## src/rtl/instr_fetch_unit.sv

```systemverilog
// Fetch stage for the RV32 subset core: one outstanding imem request, holds the fetched word
// with its decoded fields until the core consumes it, then steps the PC.
module instr_fetch_unit #(
  parameter logic [31:0] RESET_PC = 32'h0000_0000
) (
  input  logic        clk,
  input  logic        rst,
  output logic        imem_req_valid,
  output logic [31:0] imem_req_addr,
  input  logic        imem_req_ready,
  input  logic        imem_rsp_valid,
  input  logic [31:0] imem_rsp_data,
  output logic        instr_valid,
  input  logic        instr_ready,
  input  logic [1:0]  pc_source_code,
  output logic [31:0] instr,
  output logic [31:0] pc,
  output logic [31:0] pc_plus4,
  output logic [6:0]  opcode,
  output logic [2:0]  funct3,
  output logic        funct7,
  output logic [31:0] imm_b,
  output logic [31:0] imm_j,
  output logic [31:0] instret
);

  localparam logic [31:0] NOP = 32'h0000_0013;

  typedef enum logic [1:0] {S_IDLE, S_REQ, S_WAIT, S_HOLD} state_t;

  state_t      state_q, state_d;
  logic [31:0] pc_q, pc_d;
  logic [31:0] instr_q, instr_d;
  logic [31:0] instret_q, instret_d;
  logic [31:0] target_sum;
  logic [31:0] next_pc;
  logic        consume;

  // NOTE: reset is synchronous, so it lives inside the clocked branch; state uses <= only.
  always_ff @(posedge clk) begin
    if (rst) begin
      state_q   <= S_IDLE;
      pc_q      <= RESET_PC;
      instr_q   <= NOP;
      instret_q <= '0;
    end else begin
      state_q   <= state_d;
      pc_q      <= pc_d;
      instr_q   <= instr_d;
      instret_q <= instret_d;
    end
  end

  // NOTE: every combinational output gets a default first so no path infers a latch.
  always_comb begin
    state_d = state_q;
    unique case (state_q)
      S_IDLE: state_d = S_REQ;
      S_REQ:  if (imem_req_ready) state_d = S_WAIT;
      S_WAIT: if (imem_rsp_valid) state_d = S_HOLD;
      S_HOLD: if (instr_ready)    state_d = S_REQ;
      default: state_d = S_IDLE;
    endcase
  end

  always_comb begin
    imem_req_valid = (state_q == S_REQ);
    instr_valid    = (state_q == S_HOLD);
  end

  assign consume = (state_q == S_HOLD) && instr_ready;

  // Branch/jump targets wrap modulo 2^32; the low bits are cleared to keep fetches aligned.
  always_comb begin
    unique case (pc_source_code)
      2'b01:   target_sum = pc_q + imm_b;
      2'b10:   target_sum = pc_q + imm_j;
      default: target_sum = pc_q + 32'd4;
    endcase
    next_pc = {target_sum[31:2], 2'b00};
  end

  always_comb begin
    pc_d      = pc_q;
    instr_d   = instr_q;
    instret_d = instret_q;
    if ((state_q == S_WAIT) && imem_rsp_valid) instr_d = imem_rsp_data;
    if (consume) begin
      pc_d      = next_pc;
      instret_d = instret_q + 32'd1;
    end
  end

  assign imem_req_addr = pc_q;
  assign instr         = instr_q;
  assign pc            = pc_q;
  assign pc_plus4      = pc_q + 32'd4;
  assign instret       = instret_q;
  assign opcode        = instr_q[6:0];
  assign funct3        = instr_q[14:12];
  assign funct7        = instr_q[30];
  assign imm_b = {{20{instr_q[31]}}, instr_q[7], instr_q[30:25], instr_q[11:8], 1'b0};
  assign imm_j = {{12{instr_q[31]}}, instr_q[19:12], instr_q[20], instr_q[30:21], 1'b0};

endmodule
```

## config.mk

```make
export PLATFORM = sky130hd
export DESIGN_NAME = instr_fetch_unit
export DESIGN_NICKNAME = d
export VERILOG_FILES = /design/src/rtl/instr_fetch_unit.sv
export SDC_FILE = /design/constraint.sdc
export NUM_CORES = 1
export LEC_CHECK = 0
export BUFFER_PORTS_ARGS = -buffer_cell sky130_fd_sc_hd__buf_4
export CAP_MARGIN = 20
export CORE_MARGIN = 4
export CORE_UTILIZATION = 45
export CTS_CLUSTER_SIZE = 30
export DETAILED_ROUTE_END_ITERATION = 6
export PLACE_DENSITY = 0.77
export SETUP_SLACK_MARGIN = 0.4
export SYNTH_ARGS = -nofsm -noshare
export SYNTH_HDL_FRONTEND = slang
export SYNTH_SLANG_ARGS = --single-unit
```

## constraint.sdc

```tcl
create_clock -name clk -period 3.5 [get_ports clk]
set_input_delay 0.525 -clock clk [delete_from_list [all_inputs] [get_ports clk]]
set_output_delay 0.525 -clock clk [all_outputs]
set_load 0.005 [all_outputs]
```

# Word-level counts from Yosys, hierarchy flattened
# Index checks and enable logic that the tools add are counted.
# Widths: inputs -> output; s select.
# op_classes
addsub,4
eq_ne,8
muxes,5
n_reduce_logical,4
# ops
operator,n
$add 32x32->32,2
$pmux 32 s2,1
$add 32x1->32 const B,1
$add 32x3->32 const B,1
$pmux 2 s4,1
$eq 2x2->1 const B,3
$mux 2,3
$eq 2x1->1 const B,2
$ne 2x1->1 const B,2
$reduce_and 3->1,1
$logic_and 1x1->1,2
$logic_not 2->1,1
$ne 2x2->1 const B,1
# totals
ff_bits,96
in_bits,39
out_inout_bits,237

# Logic depth before layout (Yosys ltp)
# logic_depth
ltp_word,3
depth_mapped,16
depth_no_buf,12

# Worst setup path after synthesis
# No wires, ideal clock.
# synth_path
kind,flip-flop to flip-flop
start,"reg instr_q[31], in the netlist instr[31]"
end,"reg pc_q[29], in the netlist imem_req_addr[29]"
setup_ps,74
arrival_ps,3417
required_ps,3426
slack_ps,9
path_stages_with_launch,13
period_less_slack_ps,3491
path_cell_list,dfxtp_1 -> nand2b_1 -> clkbuf_1 -> nand2_1 -> ha_1 -> buf_6 -> a21o_1 -> a211o_1 -> or2_4 -> a211oi_4 -> nor4_1 -> or4_1 -> a31oi_1
# synth_via
elab_chain_len,2
elab_cells_between_ends,3
classes_between,add/sub: 2; mux: 1
# synth_rtl
element,line,source
"start, declared",33,"logic [31:0] instr_q, instr_d;"
"start signal, assigned",49,instr_q <= instr_d;
$add 32x32->32 (on tied branches),"77, 76",
$pmux 32 s2 (*),75,unique case (pc_source_code)
"end signal, assigned",48,pc_q <= pc_d;
"end, declared",32,"logic [31:0] pc_q, pc_d;"
# Every way passes the cells marked *; elsewhere a longest branch is shown, timed or not.
# A chain may end at the register's enable or synchronous reset.

# Worst setup path in the final report
# layout_path
start,in pc_source_code[0]
end,"reg pc_q[24], in the netlist imem_req_addr[24]"
# layout_via
elab_chain_len,2
elab_cells_between_ends,3
classes_between,eq/ne: 2; mux: 1
# layout_rtl
element,line,source
"start, declared",15,"input logic [1:0] pc_source_code,"
$eq 2x2->1 / $eq 2x1->1 (equally long branches),75,
$pmux 32 s2 (*),75,
# Marks and branches as above.

==> run_results.csv <==
group,metric,value,unit
clock_tree,cts_tree,"done",
global_routing,grt_pass1_vias,6992,
setup_path,worstReg2RegStart,"instr[9]$_SDFFE_PP0P_",
drt,num_vias,7498,
logic_synthesis,ys_ff_latch,96,
clock_tree,clockBufferDepth,2,
layout,drive_above_1_share,32.1,%
pwr,clock_power_share,33.2,%
setup_path,crit_chain,"buf_12 > inv_12 > ha_4 > mux2_4 > ha_4 > fa_2 > a21o_1 > a221oi_4 > a211oi_2 > or4b_1 > nand2_1 > xor2_1 > o22ai_1",
drt,viasPerCell,5.51,
drt,wl_per_cell,17.5,µm
pwr,power_frac_seq,38.0,%
clock_tree,clock_latency,0.35,ns
logic_synthesis,synth_edf_count,0,
timing,layout_min_cycle_time,3.05,ns
timing,max_freq,0.328,GHz
floorplanning,start_util,46.6,%
timing,period_share,87.1,%
logic_synthesis,yosys_warnings,0,
clock_tree,cts-buffers-inserted,9,
clock_tree,ctsRootBufferMaster,"clkbuf_16",
floorplanning,rows,46,
layout,final_cell_count_no_fill,1362,
setup_path,cp.arrival,3.25,ns
pwr,p_leak,0.00425,µW
setup_path,cp-end-kind,"register",
logic_synthesis,ys_seq_area_share,25.6,%
setup_path,slowest_stage,"or4b_1",
floorplanning,die_w,137,µm
floorplanning,io_pins,276,
worst_hold_path,hold_path.class,"in -> reg",
logic_synthesis,synth_top_flop_cell,"dfxtp_1",
worst_hold_path,hold-path-cell-count,3,
logic_synthesis,synth.cell_area,7510,µm²
pwr,pwr-share-comb,28.8,%
floorplanning,fp.dieH,137,µm
global_routing,grt-ovfl-total,0,
global_routing,grtUsageTotal,24.3,%
setup_path,crit_top_cell,"ha_4",
setup_path,startpoint_type,"input port",
drt,dr.pass1.iters,5,
setup_path,worstPathRequired,3.70,ns
drt,drtIter0Drc,509,
layout,fill_cells,1535,
place,placed_cells,1340,
global_routing,grt_max_degree,84,
setup_path,cpPeakStageDelay,0.51,ns
job,cap_violations,0,
timing,tightest_slew,1.04,ns
drt,wl,23.8,mm
timing,slew_viol_final,0,
pwr,internal_power,2280,µW
timing,fin_tns_setup,0,ns
floorplanning,dieArea,18800,µm²
timing,fin_skew,0.00581,ns
setup_path,ff2ff_path_depth,10,
place,io_buffers,267,
setup_path,critPathKind,"in -> reg",
pwr,vdd_drop_max,0.353,mV
timing,hold_viol_final,0,
logic_synthesis,synth_cells,990,
pwr,p_per_area,356,nW/µm²
layout,syn_to_final_growth,26.2,%
setup_path,path_buf_inv,2,
place,place.gp.congestion,0.939,
logic_synthesis,synth-async-reset-ratio,0,%
drt,drcViolationCount,0,
timing,relSlewSlack,30.7,%
clock_tree,cts.sinks,96,
clock_tree,clkTransAtPathRegs,0.07,ns
worst_hold_path,hp-start,"imem_rsp_data[0]",
logic_synthesis,synth.distinct_cells,80,
timing,hold_slack,0.384,ns
global_routing,antenna_found_initial,0,
timing,rsz0062_at_grt,"true",
setup_path,cp-startpoint,"pc_source_code[0]",
place,dp_hpwl,17.8,mm
clock_tree,h-tree-depth,3,
global_routing,grt_pass1_wl,36.5,mm
drt,postRouteAntennaNets,0,
outcome,outcome,"finished, final reports clean",
pwr,switchingPower,1100,µW
setup_path,crit_family,"compound AO/OA/AOI/OAI gates",
timing,worst_slack,0.452,ns
place,post-place-ws,0.0408,ns
layout,final_nets,1222,
layout,diodes,0,
setup_path,cp.depth,13,
logic_synthesis,syn_avg_cell_area,7.59,µm²
setup_path,worstPathMaxFanout,6,
timing,setup_viol,0,
pwr,switching_share,32.5,%
floorplanning,core,16100,µm²
-- per-layer routing --
metal | track usage (%) | wire (µm)
met1 | 30.6 | 9880
met2 | 41.5 | 11600
met3 | 4.49 | 1650
met4 | 8.37 | 608
met5 | 0 | 0
-- Yosys cell counts, types with 6 or more instances --
cell type,instances,area [µm²]
a221oi_1,8,70.1
o21ai_0,34,170
inv_1,18,67.6
nand2_1,148,556
and3_1,9,56.3
xnor2_1,35,307
ha_1,41,513
dfxtp_1,96,1920
nand3_1,30,150
buf_4,116,871
clkbuf_1,36,135
a21o_1,11,82.6
o21a_1,6,45.0
a21oi_1,73,365
a31oi_1,11,68.8
or3_1,9,56.3
o22ai_1,6,37.5
xor2_1,36,315
nand2b_1,6,37.5
nand3b_1,6,45.0
nor3_1,36,180
a211oi_1,14,105
nand4_1,18,113
nor2_1,78,293
nor4_1,6,37.5
-- cells in the final DEF (no fill, tap or decap), types with 4 or more instances in the layout --
cell type  netlist  final
nand4_1         18     18
dfxtp_1         96     85
buf_4          116    293
nand2b_1         6      5
ha_1            41     36
ha_4             0      4
o21ai_0         34     33
xnor2_1         35     35
o21a_1           6      6
nand3_1         30     28
a21oi_1         73     73
o22ai_1          6      6
nand2_1        148    147
a221oi_1         8      8
and3_1           9      8
a21o_1          11     11
dfxtp_2          0     10
or3_1            9      9
nor3b_1          5      5
nor2b_1          4      4
conb_1           1      8
o32ai_1          5      5
and2_1           4      4
nor2_1          78     78
nor3_1          36     34
a31oi_1         11     10
nand3b_1         6      6
inv_1           18     17
a211oi_1        14     13
nand3_2          2      4
xor2_1          36     36
and4_1           4      4
nor4_1           6      5
clkbuf_16        0      9
-- metrics by stage --
step                util (%)  instance area [µm²]  total power (µW)
floorplan                  -                 7670              1920
global placement        55.9                 9000              2240
detailed placement      55.9                 9000              2250
CTS                     58.0                 9350              3370
global route            58.8                 9480              3540
finish                  58.8                 9480              3370
-- registers in the layout, indices dropped and copies added (netlist names) --
register	flops
instr	32
instret	32
imem_req_addr	30
state_q	2
-- tightest hold or removal path, cell delays in order --
cell	delay, ns
buf_4	0.07
nand2_1	0.04
nand3b_1	0.07
-- path summary, 6_finish.rpt --
kind                                         end  slack, ns
setup / recovery  imem_req_addr[24]$_SDFFE_PP0P_       0.45
hold / removal             instr[0]$_SDFFE_PP1P_       0.38
setup reg to reg  imem_req_addr[24]$_SDFFE_PP0P_       0.64
hold reg to reg            instr[6]$_SDFFE_PP0P_       0.48
-- cell type report --
| type | instances | area [µm²] | area share (%) |
|---|---|---|---|
| Clock buffer | 9 | 225 | 2.38 |
| Clock inverter | 7 | 113 | 1.19 |
| Inverter | 19 | 83.8 | 0.884 |
| Multi-Input combinational cell | 720 | 4600 | 48.6 |
| Sequential cell | 96 | 1940 | 20.4 |
| Tap cell | 216 | 270 | 2.85 |
| Timing Repair Buffer | 295 | 2250 | 23.7 |
-- cells by family (layout without fill, tap and decap cells) --
kind of cell | after synthesis | in the layout | share of synthesized area [%]
muxes | 6 | 6 | 0.866
adders and majority gates | 42 | 42 | 7.09
xor gates and xnor gates | 72 | 72 | 8.49
and+or+nand+nor | 383 | 383 | 24.4
other | 1 | 8 | 0.0499
buffers and inverters | 181 | 330 | 15.4
AOI/OAI and AO/OA | 209 | 209 | 18.1
DFF | 96 | 96 | 25.6
-- power by group through the flow --
stage	sequential, µW	combinational (µW)	clock (µW)
finish	1280	972	1120
global route	1300	1070	1180
CTS	1280	954	1140
detailed placement	1300	949	0
global placement	1300	937	0
floorplan	1280	637	0
-- what timing repair did --
| item | in CTS | in global routing |
|---|---|---|
| buffers inserted | 0 | 5 |
| hold buffers | 0 | 0 |
| pin swaps | 1 | 8 |
| resized for setup | 5 | 19 |
| endpoints found under the setup margin | 5 | 23 |
Power figures use the tool's default switching activity.
